--- src/rtl/cordic_result_fp_pipe_if.sv ---
// Handshake bundle between the CORDIC core, the fixed-to-float back end and its consumer.
interface cordic_result_fp_pipe_if #(
    parameter int WIDTH = 21
) ();
    logic             in_valid;
    logic             in_ready;
    logic [WIDTH-1:0] fixed_in;
    logic             out_valid;
    logic             out_ready;
    logic [31:0]      result;

    modport master (
        output in_valid, fixed_in, out_ready,
        input  in_ready, out_valid, result
    );

    modport slave (
        input  in_valid, fixed_in, out_ready,
        output in_ready, out_valid, result
    );
endinterface

--- src/rtl/cordic_result_fp_pipe.sv ---
// Three-stage signed Q1.FRAC to IEEE-754 single converter with global-stall handshake.
// Optional flush-to-zero of tiny results is enabled by defining CORDIC_FTZ_EN.
module cordic_result_fp_pipe #(
    parameter int WIDTH    = 21,
    parameter int FRAC     = 20,
    parameter int FTZ_BITS = 16
) (
    input  logic                      clock,
    input  logic                      aclr_n,
    input  logic                      clk_en,
    cordic_result_fp_pipe_if.slave    bus
);
    localparam int              PW       = $clog2(WIDTH);
    localparam logic [7:0]      EXP_BASE = 8'(127 - FRAC);

    if (WIDTH != FRAC + 1) begin : g_bad_width
        $error("cordic_result_fp_pipe: WIDTH must equal FRAC+1");
    end
    if (FRAC > 23) begin : g_bad_frac
        $error("cordic_result_fp_pipe: FRAC must not exceed 23");
    end
    if (FTZ_BITS > FRAC) begin : g_bad_ftz
        $error("cordic_result_fp_pipe: FTZ_BITS must not exceed FRAC");
    end

    logic             advance;
    logic             v1_q, v1_d, v2_q, v2_d, v3_q, v3_d;
    logic             sign1_q, sign1_d, sign2_q, sign2_d;
    logic [WIDTH-1:0] mag1_q, mag1_d, mag2_q, mag2_d;
    logic             zero2_q, zero2_d;
    logic [PW-1:0]    p2_q, p2_d;
    logic [31:0]      result_q, result_d;

    logic [WIDTH-1:0] mag_in;
    logic [PW-1:0]    lead_p;
    logic [23:0]      mant_ext;
    logic [7:0]       exp_val;
    logic [31:0]      conv;

    // Leading-one search; the highest set bit wins because later iterations overwrite.
    always_comb begin
        lead_p = '0;
        for (int i = 0; i < WIDTH; i++) begin
            if (mag1_q[i]) lead_p = PW'(i);
        end
    end

    always_comb begin
        mag_in   = bus.fixed_in[WIDTH-1] ? (~bus.fixed_in + 1'b1) : bus.fixed_in;
        exp_val  = EXP_BASE + 8'(p2_q);
        mant_ext = 24'(mag2_q) << (5'd23 - 5'(p2_q));
        conv     = zero2_q ? 32'h0000_0000 : {sign2_q, exp_val, mant_ext[22:0]};
`ifdef CORDIC_FTZ_EN
        if (mag2_q < (WIDTH'(1) << (FRAC - FTZ_BITS))) conv = 32'h0000_0000;
`endif
    end

    always_comb begin
        advance  = clk_en & (~v3_q | bus.out_ready);
        v1_d     = v1_q;
        v2_d     = v2_q;
        v3_d     = v3_q;
        sign1_d  = sign1_q;
        mag1_d   = mag1_q;
        sign2_d  = sign2_q;
        mag2_d   = mag2_q;
        zero2_d  = zero2_q;
        p2_d     = p2_q;
        result_d = result_q;
        if (advance) begin
            v1_d = bus.in_valid;
            v2_d = v1_q;
            v3_d = v2_q;
            if (bus.in_valid) begin
                sign1_d = bus.fixed_in[WIDTH-1];
                mag1_d  = mag_in;
            end
            if (v1_q) begin
                sign2_d = sign1_q;
                mag2_d  = mag1_q;
                zero2_d = (mag1_q == '0);
                p2_d    = lead_p;
            end
            if (v2_q) begin
                result_d = conv;
            end
        end
    end

    always_ff @(posedge clock) begin
        if (!aclr_n) begin
            v1_q     <= 1'b0;
            v2_q     <= 1'b0;
            v3_q     <= 1'b0;
            sign1_q  <= 1'b0;
            mag1_q   <= '0;
            sign2_q  <= 1'b0;
            mag2_q   <= '0;
            zero2_q  <= 1'b0;
            p2_q     <= '0;
            result_q <= '0;
        end else begin
            v1_q     <= v1_d;
            v2_q     <= v2_d;
            v3_q     <= v3_d;
            sign1_q  <= sign1_d;
            mag1_q   <= mag1_d;
            sign2_q  <= sign2_d;
            mag2_q   <= mag2_d;
            zero2_q  <= zero2_d;
            p2_q     <= p2_d;
            result_q <= result_d;
        end
    end

    assign bus.in_ready  = advance;
    assign bus.out_valid = v3_q;
    assign bus.result    = result_q;
endmodule

--- src/flat_wrapper.sv ---
// flat-port wrapper written by rule: the top's interface ports become plain ports
module cordic_result_fp_pipe_flat 
#(
    parameter int WIDTH    = 21,
    parameter int FRAC     = 20,
    parameter int FTZ_BITS = 16
)
  (clock, aclr_n, clk_en, bus_in_valid, bus_fixed_in, bus_out_ready, bus_in_ready, bus_out_valid, bus_result);
  cordic_result_fp_pipe_if #(.WIDTH(WIDTH)) bus_i ();
  input  logic clock;
  input  logic aclr_n;
  input  logic clk_en;
  input wire logic [$bits(bus_i.in_valid)-1:0] bus_in_valid;
  input wire logic [$bits(bus_i.fixed_in)-1:0] bus_fixed_in;
  input wire logic [$bits(bus_i.out_ready)-1:0] bus_out_ready;
  output wire logic [$bits(bus_i.in_ready)-1:0] bus_in_ready;
  output wire logic [$bits(bus_i.out_valid)-1:0] bus_out_valid;
  output wire logic [$bits(bus_i.result)-1:0] bus_result;
  assign bus_i.in_valid = bus_in_valid;
  assign bus_i.fixed_in = bus_fixed_in;
  assign bus_i.out_ready = bus_out_ready;
  assign bus_in_ready = bus_i.in_ready;
  assign bus_out_valid = bus_i.out_valid;
  assign bus_result = bus_i.result;
  cordic_result_fp_pipe #(.WIDTH(WIDTH), .FRAC(FRAC), .FTZ_BITS(FTZ_BITS)) u_core (.clock(clock), .aclr_n(aclr_n), .clk_en(clk_en), .bus(bus_i));
endmodule
--- config.mk ---
export PLATFORM = sky130hd
export DESIGN_NAME = cordic_result_fp_pipe_flat
export DESIGN_NICKNAME = d
export VERILOG_FILES = /design/src/rtl/cordic_result_fp_pipe_if.sv /design/src/rtl/cordic_result_fp_pipe.sv /design/src/flat_wrapper.sv
export SDC_FILE = /design/constraint.sdc
export NUM_CORES = 1
export LEC_CHECK = 0
export ABC_AREA = 1
export CORE_MARGIN = 10
export CORE_UTILIZATION = 35
export CTS_CLUSTER_SIZE = 28
export DETAILED_ROUTE_END_ITERATION = 10
export GPL_TIMING_DRIVEN = 0
export PLACE_DENSITY_LB_ADDON = 0.15
export SLEW_MARGIN = 20
export SYNTH_ARGS = -nofsm -noshare
export SYNTH_HDL_FRONTEND = slang
export SYNTH_SLANG_ARGS = --single-unit
--- constraint.sdc ---
create_clock -name clock -period 2.45 [get_ports clock]
set_clock_uncertainty 0.2 [all_clocks]
set_input_delay 0.735 -clock clock [delete_from_list [all_inputs] [get_ports clock]]
set_output_delay 0.735 -clock clock [all_outputs]
set_load 0.02 [all_outputs]
==> impl_results.md, run 1 <==
- Outcome: complete, no violations
- Via count: 4,601
- Leak: 2.43 nW
- Diode count: 0
- Flops & latches, synth: 85
- Total track usage: 15.7%
- Iter 0 DRT Violations: 287
- DR pass1 iterations: 6
- Routability cong.: 0.868
- ANT nets after route: 0
- Fin. Hold Viols: 0
- Final Critical Period: around 2.3 ns
- Crit Path Class: in2reg
- Worst Tran Pin Value: about 0.55 ns
- Hpwl dp: approximately 11,000 µm
- Worst path max stage delay: 0.20 ns
- Arrival time at the worst endpoint: around 2.4 ns
- Final period util: ~96%
- Final setup TNS: 0 ns
- HP Class: reg2reg
- Total of max-cap violations: 0
- Initial antenna violation count: 0
- Detailed-route DRC error count: 0
- Multi-input gate area: 2470 µm²
- I/O Buffers: 58
- FILL cells: between 1,000 and 1,500
- Fraction of the yosys area taken by sequential cells: between 30% and 40%
- Remaining global-route overflow: 0
- CTS H-tree depth: 3
- Die Height: about 130 µm
- Yosys cell types: 37
- First-pass GRT wire length: between 20,000 and 25,000 µm
- Core ar.: approximately 13,000 µm²
- CTS buffer count: 9
- CTS clk-pin slew, worst paths: 0.06 ns
- RSZ-0062 raised after global routing: true
- Post-synth net total: 698
- Root buffer cell: clkbuf_16
- Row count: 41
- Layout area overhead: 28.3%
- Clk sink count: 85
- Drt total wl: ~14,000 µm
- Slowest CP cell: clkdlybuf4s15_1
- CTS tree: built
- Yosys warns: 0
- Cell area after synthesis: 4570 µm²
- Routed wire per std cell: 15.1 µm
- Worst slew margin: between 60 and 70%
- Syn Area/Cell: between 6 and 7 µm²
- Syn Inst Count: about 670
- Die area: roughly 18,000 µm²
- WP data required: ~2.5 ns
- Register area: roughly 1700 µm²
- Layout Utilization: between 40% and 50%
- Layout cell share with drive strength beyond 1: roughly 11%
- Largest net degree at the start of global routing: 14
- Cells along the critical path: clkdlybuf4s15_1, inv_2, ha_2, inv_1, nor3_2, nand2_1, nor3_2, nand3_1, buf_4, inv_1, a31oi_1, nand2_1, nand2_1, o221ai_2, inv_1
- Via density: between 4 and 5
- Slew Limit Fails: 0
- Worst Path Max Fanout: 2
- Critical Path Start Type: input port
- Worst Setup End Kind: flop
- Cts hold-fix bufs: 0
- Final Setup Violations: 0
- Peak supply drop: between 0.2 and 0.3 mV
- Vias in the first global route: ~4,600
- Horiz. Die Dim: around 130 µm
- Initial Util: a little over a third
- # IOs: 60
- Layout net count: 786
- Fmax: approximately 430 MHz
- P per Cell Area: 552 nW/µm²
- Clock Latency Late Sink: 0.35 ns
- CTS Buffer Depth: 2
==> where the power goes <==
part	total (mW)	switching (mW)	internal, mW
clock	1.32	0.556	0.762
sequential	1.47	0.0364	1.43
combinational	0.456	0.282	0.173
==> layer usage <==
layer / vias to the layer above / GRT usage [%] / routed length [µm]
li1: 2367 / - / -
met3: 23 / 2.54 / 538
met4: 0 / 8.59 / 376
met1: 2118 / 18.8 / 6360
met2: 93 / 26.2 / 6750
met5: - / 0 / 0
==> cell usage after synthesis, drive strengths merged <==
| cell | count | area [µm²] |
|---|---|---|
| a21oi | 80 | 400 |
| a221oi | 1 | 8.76 |
| a22o | 1 | 8.76 |
| a22oi | 4 | 30.0 |
| a2bb2oi | 1 | 8.76 |
| a31oi | 5 | 31.3 |
| and3 | 1 | 6.26 |
| buf | 9 | 42.5 |
| clkbuf | 28 | 105 |
| clkinv | 2 | 7.51 |
| dfxtp | 85 | 1700 |
| ha | 4 | 50.1 |
| inv | 82 | 308 |
| mux2i | 17 | 170 |
| nand2 | 159 | 612 |
| nand3 | 12 | 60.1 |
| nand4 | 2 | 12.5 |
| nor2 | 44 | 193 |
| nor3 | 5 | 35.0 |
| nor4 | 4 | 25.0 |
| o211ai | 8 | 60.1 |
| o21a | 1 | 7.51 |
| o21ai | 79 | 407 |
| o221ai | 9 | 78.8 |
| o311ai | 1 | 8.76 |
| or2 | 6 | 37.5 |
| xnor2 | 4 | 35.0 |
| xor2 | 14 | 123 |
==> metrics by stage <==
step	power [mW]	hold slack [ns]	worst slack [ns]	instance area, µm²	instances
finish	3.24	0.259	0.107	5870	932
global route	3.39	0.277	-0.0849	5870	932
CTS	3.25	0.262	0.00182	5750	923
detailed placement	1.93	0.252	-0.737	5370	898
global placement	1.93	0.246	-0.729	5370	898
floorplan	1.77	0.234	0.0709	4570	668
==> registers in the layout, summed over array words and instances, names as in the netlist <==
signal	count
u_core.bus.out_valid	1
u_core.mag2_q	21
u_core.v2_q	1
u_core.v1_q	1
u_core.bus.result	32
u_core.p2_q	5
u_core.zero2_q	1
u_core.mag1_q	21
u_core.sign1_q	1
u_core.sign2_q	1
==> layout by cell type (no fill, tap or decap), drive strengths merged, types with 8 or more instances in the layout <==
| cell | instances |
|---|---|
| nand2 | 159 |
| dfxtp | 85 |
| inv | 82 |
| a21oi | 80 |
| o21ai | 79 |
| clkdlybuf4s50 | 48 |
| nor2 | 44 |
| clkbuf | 43 |
| buf | 28 |
| mux2i | 17 |
| xor2 | 14 |
| nand3 | 12 |
| o221ai | 9 |
| o211ai | 8 |
==> repair_timing <==
action / in CTS / in global routing
buffers inserted: 10 / 9
setup endpoints to repair: 37 / 33
gates resized for setup: 26 / 24
cloned: 0 / 0
pin swaps: 11 / 11
==> worst max-delay path: cells and delay by family <==
| kind | cells | cell delay [ns] |
|---|---|---|
| buf+inv | 6 | 0.59 |
| simple gates | 6 | 0.68 |
| fa+ha+maj | 1 | 0.16 |
| compound gates | 2 | 0.22 |
==> cell families after synthesis <==
family,Yosys count,share of synthesized area [%]
AOI/OAI and AO/OA,190,23.0
xor gates and xnor gates,18,3.45
adders and majority gates,4,1.09
buffers and inverters,121,10.1
DFF,85,37.2
muxes,17,3.72
and+or+nand+nor,233,21.5
==> final timing paths <==
kind,from,end,slack [ns],cells after the start
worst max-delay path,bus_fixed_in[1],u_core.mag1_q[18],0.11,15
worst min-delay path,u_core.mag1_q[0],u_core.mag1_q[0],0.26,2
worst max register to register,u_core.p2_q[0],u_core.bus.result[22],0.18,11
worst min register to register,u_core.mag1_q[0],u_core.mag1_q[0],0.26,2
==> final cells by class <==
cell class	count	share of cell area [%]
timing repair buffer	77	12.2
clock inverter	3	0.341
clock buffer	12	4.54
sequential	85	29.0
multi-input combinational	462	42.1
buffer	37	2.66
tap	172	3.67
inverter	84	5.48
(Power assumes the default switching activity.)
==> inputs of run 2 (changes only) <==
--- a/config.mk
+++ b/config.mk
@@ -10,7 +10,6 @@
 export CORE_UTILIZATION = 35
 export CTS_CLUSTER_SIZE = 28
 export DETAILED_ROUTE_END_ITERATION = 10
-export GPL_TIMING_DRIVEN = 0
 export PLACE_DENSITY_LB_ADDON = 0.15
 export SLEW_MARGIN = 20
 export SYNTH_ARGS = -nofsm -noshare
==> run 2 against run 1 <==
Via count decreased by 1.6%. Non-clock buffer count decreased by 4. Register-to-register slack about the same. Design area increased by 2.7%. Worst setup slack got worse by 0.030 ns. Critical path depth decreased by 11. Critical endpoint is now bus_in_ready. Largest cell class unchanged. Largest power group unchanged.
==> impl_results.md, run 2 (synthesis gave the netlist of run 1 again) <==
- Die area: 18,000 µm² (unchanged)
- ANT nets after route: 0 (unchanged)
- RSZ-0062 raised after global routing: true (unchanged)
- Dpl cells: 915 (was 898)
- NetSw: 0.915 mW (was 0.875 mW)
- Dpl ws: -0.658 ns (was -0.737 ns)
- Final Critical Period: 2.37 ns (was 2.34 ns)
- Comb power frac: 14.3% (was 14.1%)
- Final Setup Violations: 0 (unchanged)
- Final Cell Area: 6030 µm² (was 5870 µm²)
- P_int: 2.43 mW (was 2.36 mW)
- GRT Max-Usage Layer: met2 (unchanged)
- GR Layer Usage met2: 23.8% (was 26.2%)
- Outcome: complete, no violations (unchanged)
- Via count: 4,526 (was 4,601)
- Worst Tran Pin Value: 0.482 ns (was 0.553 ns)
- Final period util: 96.9% (was 95.6%)
- CTS Buffer Depth: 2 (unchanged)
- End point of the critical path: bus_in_ready (was u_core.mag1_q[18])
- Clk network pwr share: 41.9% (was 40.7%)
- Final worst slack: 0.0770 ns (was 0.107 ns)
- Slew Limit Fails: 0 (unchanged)
- Switching fraction of total power: 27.3% (was 27.0%)
- WP data required: 1.51 ns (was 2.49 ns)
- Root buffer cell: clkbuf_16 (unchanged)
- Die Height: 134 µm (unchanged)
- Diode count: 0 (unchanged)
- Clock Latency Late Sink: 0.35 ns (about the same)
- FF-to-FF End: u_core.bus.result[21] (was u_core.bus.result[22])
- Layout cell share with drive strength beyond 1: 14.1% (was 11.4%)
- Row count: 41 (unchanged)
- Detailed-route DRC error count: 0 (unchanged)
- WHS: 0.262 ns (was 0.259 ns)
- Commonest non-fill, non-tap cells in the layout: 152 x nand2_1, 85 x dfxtp_1, 80 x a21oi_1, 75 x o21ai_0, 73 x inv_1 (was 154 x nand2_1, 85 x dfxtp_1, 80 x a21oi_1, 76 x o21ai_0, 73 x inv_1)
- Initial antenna violation count: 0 (unchanged)
- Worst slew margin: 67.7% (was 63.1%)
- Fin. Hold Viols: 0 (unchanged)
- GRT met1 Usage: 17.8% (was 18.8%)
- Critical Path Start Type: input port (unchanged)
- Via density: 4.87 (was 4.94)
- Hpwl dp: 9800 µm (was 11,300 µm)
- CTS clk-pin slew, worst paths: 0.06 ns (about the same)
- I/O Buffers: 59 (was 58)
- Fin cells: 929 (was 932)
- Core ar.: 12,700 µm² (unchanged)
- Commonest non-fill, non-tap cell in the layout: nand2_1 (unchanged)
- Routability cong.: 0.855 (was 0.868)
- P per Cell Area: 555 nW/µm² (was 552 nW/µm²)
- Initial Util: 35.9% (unchanged)
- Remaining global-route overflow: 0 (unchanged)
- Arrival time at the worst endpoint: 1.44 ns (was 2.39 ns)
- Reg2reg path depth: 10 (was 11)
- DR pass1 iterations: 5 (was 6)
- Reg2reg start: u_core.p2_q[0] (unchanged)
- Iter 0 DRT Violations: 358 (was 287)
- Routed wire per std cell: 13.7 µm (was 15.1 µm)
- FILL cells: 1,338 (was 1,368)
- Vias in the first global route: 4,357 (was 4,576)
- Seq pwr share: 43.8% (was 45.2%)
- Fmax: 421 MHz (was 427 MHz)
- Leak: 2.54 nW (was 2.43 nW)
- Largest net degree at the start of global routing: 48 (was 14)
- CTS buffer count: 9 (unchanged)
- Layout net count: 782 (was 786)
- Clk sink count: 85 (unchanged)
- Drt total wl: 12,700 µm (was 14,000 µm)
- Peak supply drop: 0.388 mV (was 0.286 mV)
- Crit Path Class: in2out (was in2reg)
- Worst setup path startpoint: clk_en (was bus_fixed_in[1])
- Horiz. Die Dim: 134 µm (unchanged)
- HP Class: reg2reg (unchanged)
- Placed Area: 5680 µm² (was 5370 µm²)
- Flop-to-flop setup slack: 0.19 ns (was 0.18 ns)
- Total of max-cap violations: 0 (unchanged)
- Overall power: 3.35 mW (was 3.24 mW)
- Worst Path Max Fanout: 2 (unchanged)
- # IOs: 60 (unchanged)
- Grt met3 use: 2.02% (was 2.54%)
- CTS H-tree depth: 3 (unchanged)
- CTS tree: built (unchanged)
- Total track usage: 14.1% (was 15.7%)
- Layout area overhead: 31.8% (was 28.3%)
- First-pass GRT wire length: 21,100 µm (was 22,700 µm)
- Worst Setup End Kind: output port (was flop)
- Max reg flops: 32 (unchanged)
==> run 2: changes by cell type in the layout (fill, tap and decap cells not counted), sizes merged, moves of 2 or more <==
cell and delta:
clkbuf -33, inv +3, clkdlybuf4s50 +2, dlygate4sd2 -2, buf +25
==> run 2: worst min-delay path by stage <==
stage	startpoint	end	depth (start not counted)
2_1_floorplan	u_core.mag1_q[0]	u_core.mag1_q[0]	2
3_3_place_gp	u_core.mag2_q[15]	u_core.mag2_q[15]	2
3_5_place_dp	u_core.mag2_q[5]	u_core.mag2_q[5]	2
4_1_cts	u_core.mag2_q[5]	u_core.mag2_q[5]	2
5_1_grt	u_core.bus.result[25]	u_core.bus.result[25]	2
6_report	u_core.mag2_q[5]	u_core.mag2_q[5]	2
==> run 2: layout make-up <==
| class | instances | area [µm²] | area share (%) |
|---|---|---|---|
| timing repair buffer | 110 | 1020 | 17.0 |
| clock buffer | 9 | 225 | 3.74 |
| clock inverter | 7 | 80.1 | 1.33 |
| multi-input combinational | 462 | 2460 | 40.9 |
| sequential | 85 | 1700 | 28.2 |
| inverter | 84 | 315 | 5.23 |
| tap | 172 | 215 | 3.57 |
==> run 2: routing by layer <==
metal  part of all wire (%)  vias up
li1                       -     2366
met1                     46     2064
met2                     48       87
met3                    4.1        9
met4                    1.3        0
met5                      0        -
==> run 2: repair_timing <==
action	CTS	global route
endpoints found under the setup margin	11	14
pin swaps	8	14
setup buffers	0	0
gates cloned	0	0
resized for setup	14	25
endpoints found under the hold margin	0	0
hold buffers	0	0
==> run 2: per-stage QoR <==
step	setup TNS, ns	util (%)
2_1_floorplan	0	-
3_3_place_gp	-7.50	44.6
3_5_place_dp	-8.62	44.6
4_1_cts	-0.00635	47.0
5_1_grt	-0.0387	47.4
6_report	0	47.4
==> run 2: worst max-delay path: stages <==
cell and delay [ns]:
clkdlybuf4s50_1 0.47, nand2_2 0.06, inv_2 0.06, buf_6 0.11
==> run 2: power by group through the flow <==
| stage | Sequential (mW) | Clock (mW) | Combinational [mW] |
|---|---|---|---|
| 4_1_cts | 1.46 | 1.43 | 0.477 |
| 2_1_floorplan | 1.49 | 0 | 0.285 |
| 3_3_place_gp | 1.49 | 0 | 0.473 |
| 3_5_place_dp | 1.49 | 0 | 0.476 |
| 6_report | 1.46 | 1.40 | 0.479 |
| 5_1_grt | 1.47 | 1.48 | 0.544 |
==> inputs of run 3 (changes only) <==
--- a/config.mk
+++ b/config.mk
@@ -6,12 +6,11 @@
 export NUM_CORES = 1
 export LEC_CHECK = 0
 export ABC_AREA = 1
-export CORE_MARGIN = 10
 export CORE_UTILIZATION = 35
 export CTS_CLUSTER_SIZE = 28
 export DETAILED_ROUTE_END_ITERATION = 10
 export PLACE_DENSITY_LB_ADDON = 0.15
-export SLEW_MARGIN = 20
+export SLEW_MARGIN = 25
 export SYNTH_ARGS = -nofsm -noshare
 export SYNTH_HDL_FRONTEND = slang
 export SYNTH_SLANG_ARGS = --single-unit
==> run 3 against run 2 <==
Combinational power up 1%. Critical path type is now in2reg. Global-route usage rose by 5.5 points. Highest routed layer unchanged. Final cell count increased by 1.6%.
==> impl_results.md, run 3 (synthesis gave the netlist of run 1 again) <==
- Outcome: complete, no violations (unchanged)
- ANT nets after route: 0 (unchanged)
- Routed wire per std cell: 13.2 µm (was 13.7 µm)
- Clk sink count: 85 (unchanged)
- Largest net degree at the start of global routing: 34 (was 48)
- Max reg flops: 32 (unchanged)
- First-pass GRT wire length: 20,500 µm (was 21,100 µm)
- HP Class: reg2reg (unchanged)
- Arrival time at the worst endpoint: 2.42 ns (was 1.44 ns)
- Most numerous cell on the critical path: buf_4
- Core ar.: 12,700 µm² (about the same)
- GRT Max-Usage Layer: met2 (unchanged)
- Final setup TNS: 0 ns (unchanged)
- Layout Utilization: 48.1% (was 47.4%)
- WHS: 0.259 ns (was 0.262 ns)
- Grt met3 use: 3.37% (was 2.02%)
- Final Setup Violations: 0 (unchanged)
- Die Height: 116 µm (was 134 µm)
- Commonest non-fill, non-tap cell in the layout: nand2_1 (unchanged)
- CP top delay family: buffers and inverters (unchanged)
- Register area: 1700 µm² (about the same)
- Comb power frac: 14.9% (was 14.3%)
- Fmax: 419 MHz (was 421 MHz)
- Diode count: 0 (unchanged)
- Drt total wl: 12,500 µm (was 12,700 µm)
- Layout area overhead: 33.2% (was 31.8%)
- Layout cell share with drive strength beyond 1: 15.5% (was 14.1%)
- Crit Path Class: in2reg (was in2out)
- Overall power: 3.25 mW (was 3.35 mW)
- Vias in the first global route: 4,229 (was 4,357)
- CTS buffer count: 9 (unchanged)
- FILL cells: 1,334 (was 1,338)
- Clk network pwr share: 40.0% (was 41.9%)
- CTS Buffer Depth: 2 (unchanged)
- Final Critical Period: 2.39 ns (was 2.37 ns)
- Seq pwr share: 45.1% (was 43.8%)
- Switching fraction of total power: 28.2% (was 27.3%)
- P per Cell Area: 534 nW/µm² (was 555 nW/µm²)
- Routability cong.: 0.877 (was 0.855)
- NetSw: 0.917 mW (was 0.915 mW)
- Commonest non-fill, non-tap cells in the layout: 152 x nand2_1, 84 x dfxtp_1, 80 x a21oi_1, 76 x o21ai_0, 75 x inv_1 (was 152 x nand2_1, 85 x dfxtp_1, 80 x a21oi_1, 75 x o21ai_0, 73 x inv_1)
- Multi-input gate area: 2450 µm² (was 2460 µm²)
- P_int: 2.33 mW (was 2.43 mW)
- Die area: 13,500 µm² (was 18,000 µm²)
- CTS H-tree depth: 3 (unchanged)
- Horiz. Die Dim: 116 µm (was 134 µm)
- Row count: 41 (unchanged)
- Total of max-cap violations: 0 (unchanged)
- Fin. Hold Viols: 0 (unchanged)
- Worst Path Max Fanout: 2 (unchanged)
- Root buffer cell: clkbuf_16 (unchanged)
- # IOs: 60 (unchanged)
- CTS tree: built (unchanged)
- Worst Path Buf+Inv: 8 (was 3)
- Cell depth of the worst hold path: 2 (unchanged)
- Worst slew margin: 68.7% (was 67.7%)
- Initial Util: 36.1% (was 35.9%)
- Via count: 4,536 (was 4,526)
- Final period util: 97.4% (was 96.9%)
- RSZ-0062 raised after global routing: false (was true)
- I/O Buffers: 59 (unchanged)
- Slowest CP cell: clkdlybuf4s50_1 (unchanged)
- Worst Tran Pin Value: 0.467 ns (was 0.482 ns)
- CTS clk-pin slew, worst paths: 0.06 ns (about the same)
- Total track usage: 19.7% (was 14.1%)
- Slew Limit Fails: 0 (unchanged)
- GR Layer Usage met2: 33.1% (was 23.8%)
- Peak supply drop: 0.350 mV (was 0.388 mV)
- Final worst slack: 0.0635 ns (was 0.0770 ns)
- DR pass1 iterations: 5 (unchanged)
- Worst path max stage delay: 0.47 ns (about the same)
- Dpl ws: -0.585 ns (was -0.658 ns)
- GRT met1 Usage: 25.0% (was 17.8%)
- Initial antenna violation count: 0 (unchanged)
- Iter 0 DRT Violations: 221 (was 358)
- Leak: 2.58 nW (was 2.54 nW)
- WP data required: 2.48 ns (was 1.51 ns)
- Critical Path Start Type: input port (unchanged)
- Remaining global-route overflow: 0 (unchanged)
- Layout net count: 797 (was 782)
- Reg2reg path depth: 9 (was 10)
- Hpwl dp: 9790 µm (was 9800 µm)
- Detailed-route DRC error count: 0 (unchanged)
- Cells along the critical path: clkdlybuf4s50_1, nor2_1, inv_1, nor2_4, buf_4, buf_4, buf_4, buf_4, buf_4, buf_4, nor2_2, xnor2_1, a21oi_1 (was clkdlybuf4s50_1, nand2_2, inv_2, buf_6)
- Worst Setup End Kind: flop (was output port)
- Via density: 4.81 (was 4.87)
- Critical Path Stages: 13 (was 4)
- Clock Latency Late Sink: 0.35 ns (about the same)
-- run 3: cell count changes in the layout (fill, tap and decap cells not counted), sizes merged --
cell,delta
clkdlybuf4s50,+1
clkbuf,+1
dlymetal6s2s,-2
buf,+14
clkinv,-1
bufinv,-1
clkdlybuf4s15,-1
clkinvlp,+2
dlygate4sd2,+2
-- run 3: per-layer routing --
layer | share of wire [%] | vias to the layer above
met1 | 47 | 2047
met3 | 3.9 | 12
met2 | 48 | 84
met4 | 1.5 | 0
li1 | - | 2393
met5 | 0 | -
-- run 3: layout make-up --
type	count	area share [%]
Clock buffer	9	3.70
Clock inverter	7	0.924
Inverter	84	5.17
Multi-Input combinational cell	462	40.2
Sequential cell	85	27.9
Tap cell	172	3.53
Timing Repair Buffer	125	18.5
-- run 3: worst paths after layout --
kind	to	slack, ns	startpoint
min reg2reg	u_core.bus.result[26]	0.26	u_core.bus.result[26]
max	u_core.mag1_q[7]	0.06	bus_fixed_in[6]
max reg2reg	u_core.bus.result[21]	0.26	u_core.p2_q[0]
min	u_core.bus.result[26]	0.26	u_core.bus.result[26]
-- run 3: tightest hold or removal path: cells and delay by family, from the launching register on --
kind,cells,cell delay [ns]
flip-flops,1,0.31
AND/OR/NAND/NOR,1,0.06
AO/OA/AOI/OAI,1,0.05
-- run 3: power groups by stage --
| stage | logic, mW | registers [mW] | clock network (mW) |
|---|---|---|---|
| 3_3_place_gp | 0.477 | 1.50 | 0 |
| 4_1_cts | 0.486 | 1.47 | 1.33 |
| 6_report | 0.485 | 1.47 | 1.30 |
| 5_1_grt | 0.549 | 1.47 | 1.39 |
| 2_1_floorplan | 0.285 | 1.49 | 0 |
| 3_5_place_dp | 0.484 | 1.50 | 0 |
-- run 3: through the flow --
| step | area, µm² | instances |
|---|---|---|
| 6_report | 6090 | 944 |
| 4_1_cts | 6060 | 943 |
| 2_1_floorplan | 4570 | 668 |
| 3_5_place_dp | 5730 | 922 |
| 3_3_place_gp | 5730 | 922 |
| 5_1_grt | 6090 | 944 |
-- run 3: timing repair --
action / in CTS / in global routing
gates cloned: 0 / 0
setup buffers: 5 / 1
endpoints found under the setup margin: 11 / 19
gates resized for setup: 15 / 17
pin swaps: 4 / 11
hold buffers: 0 / 0
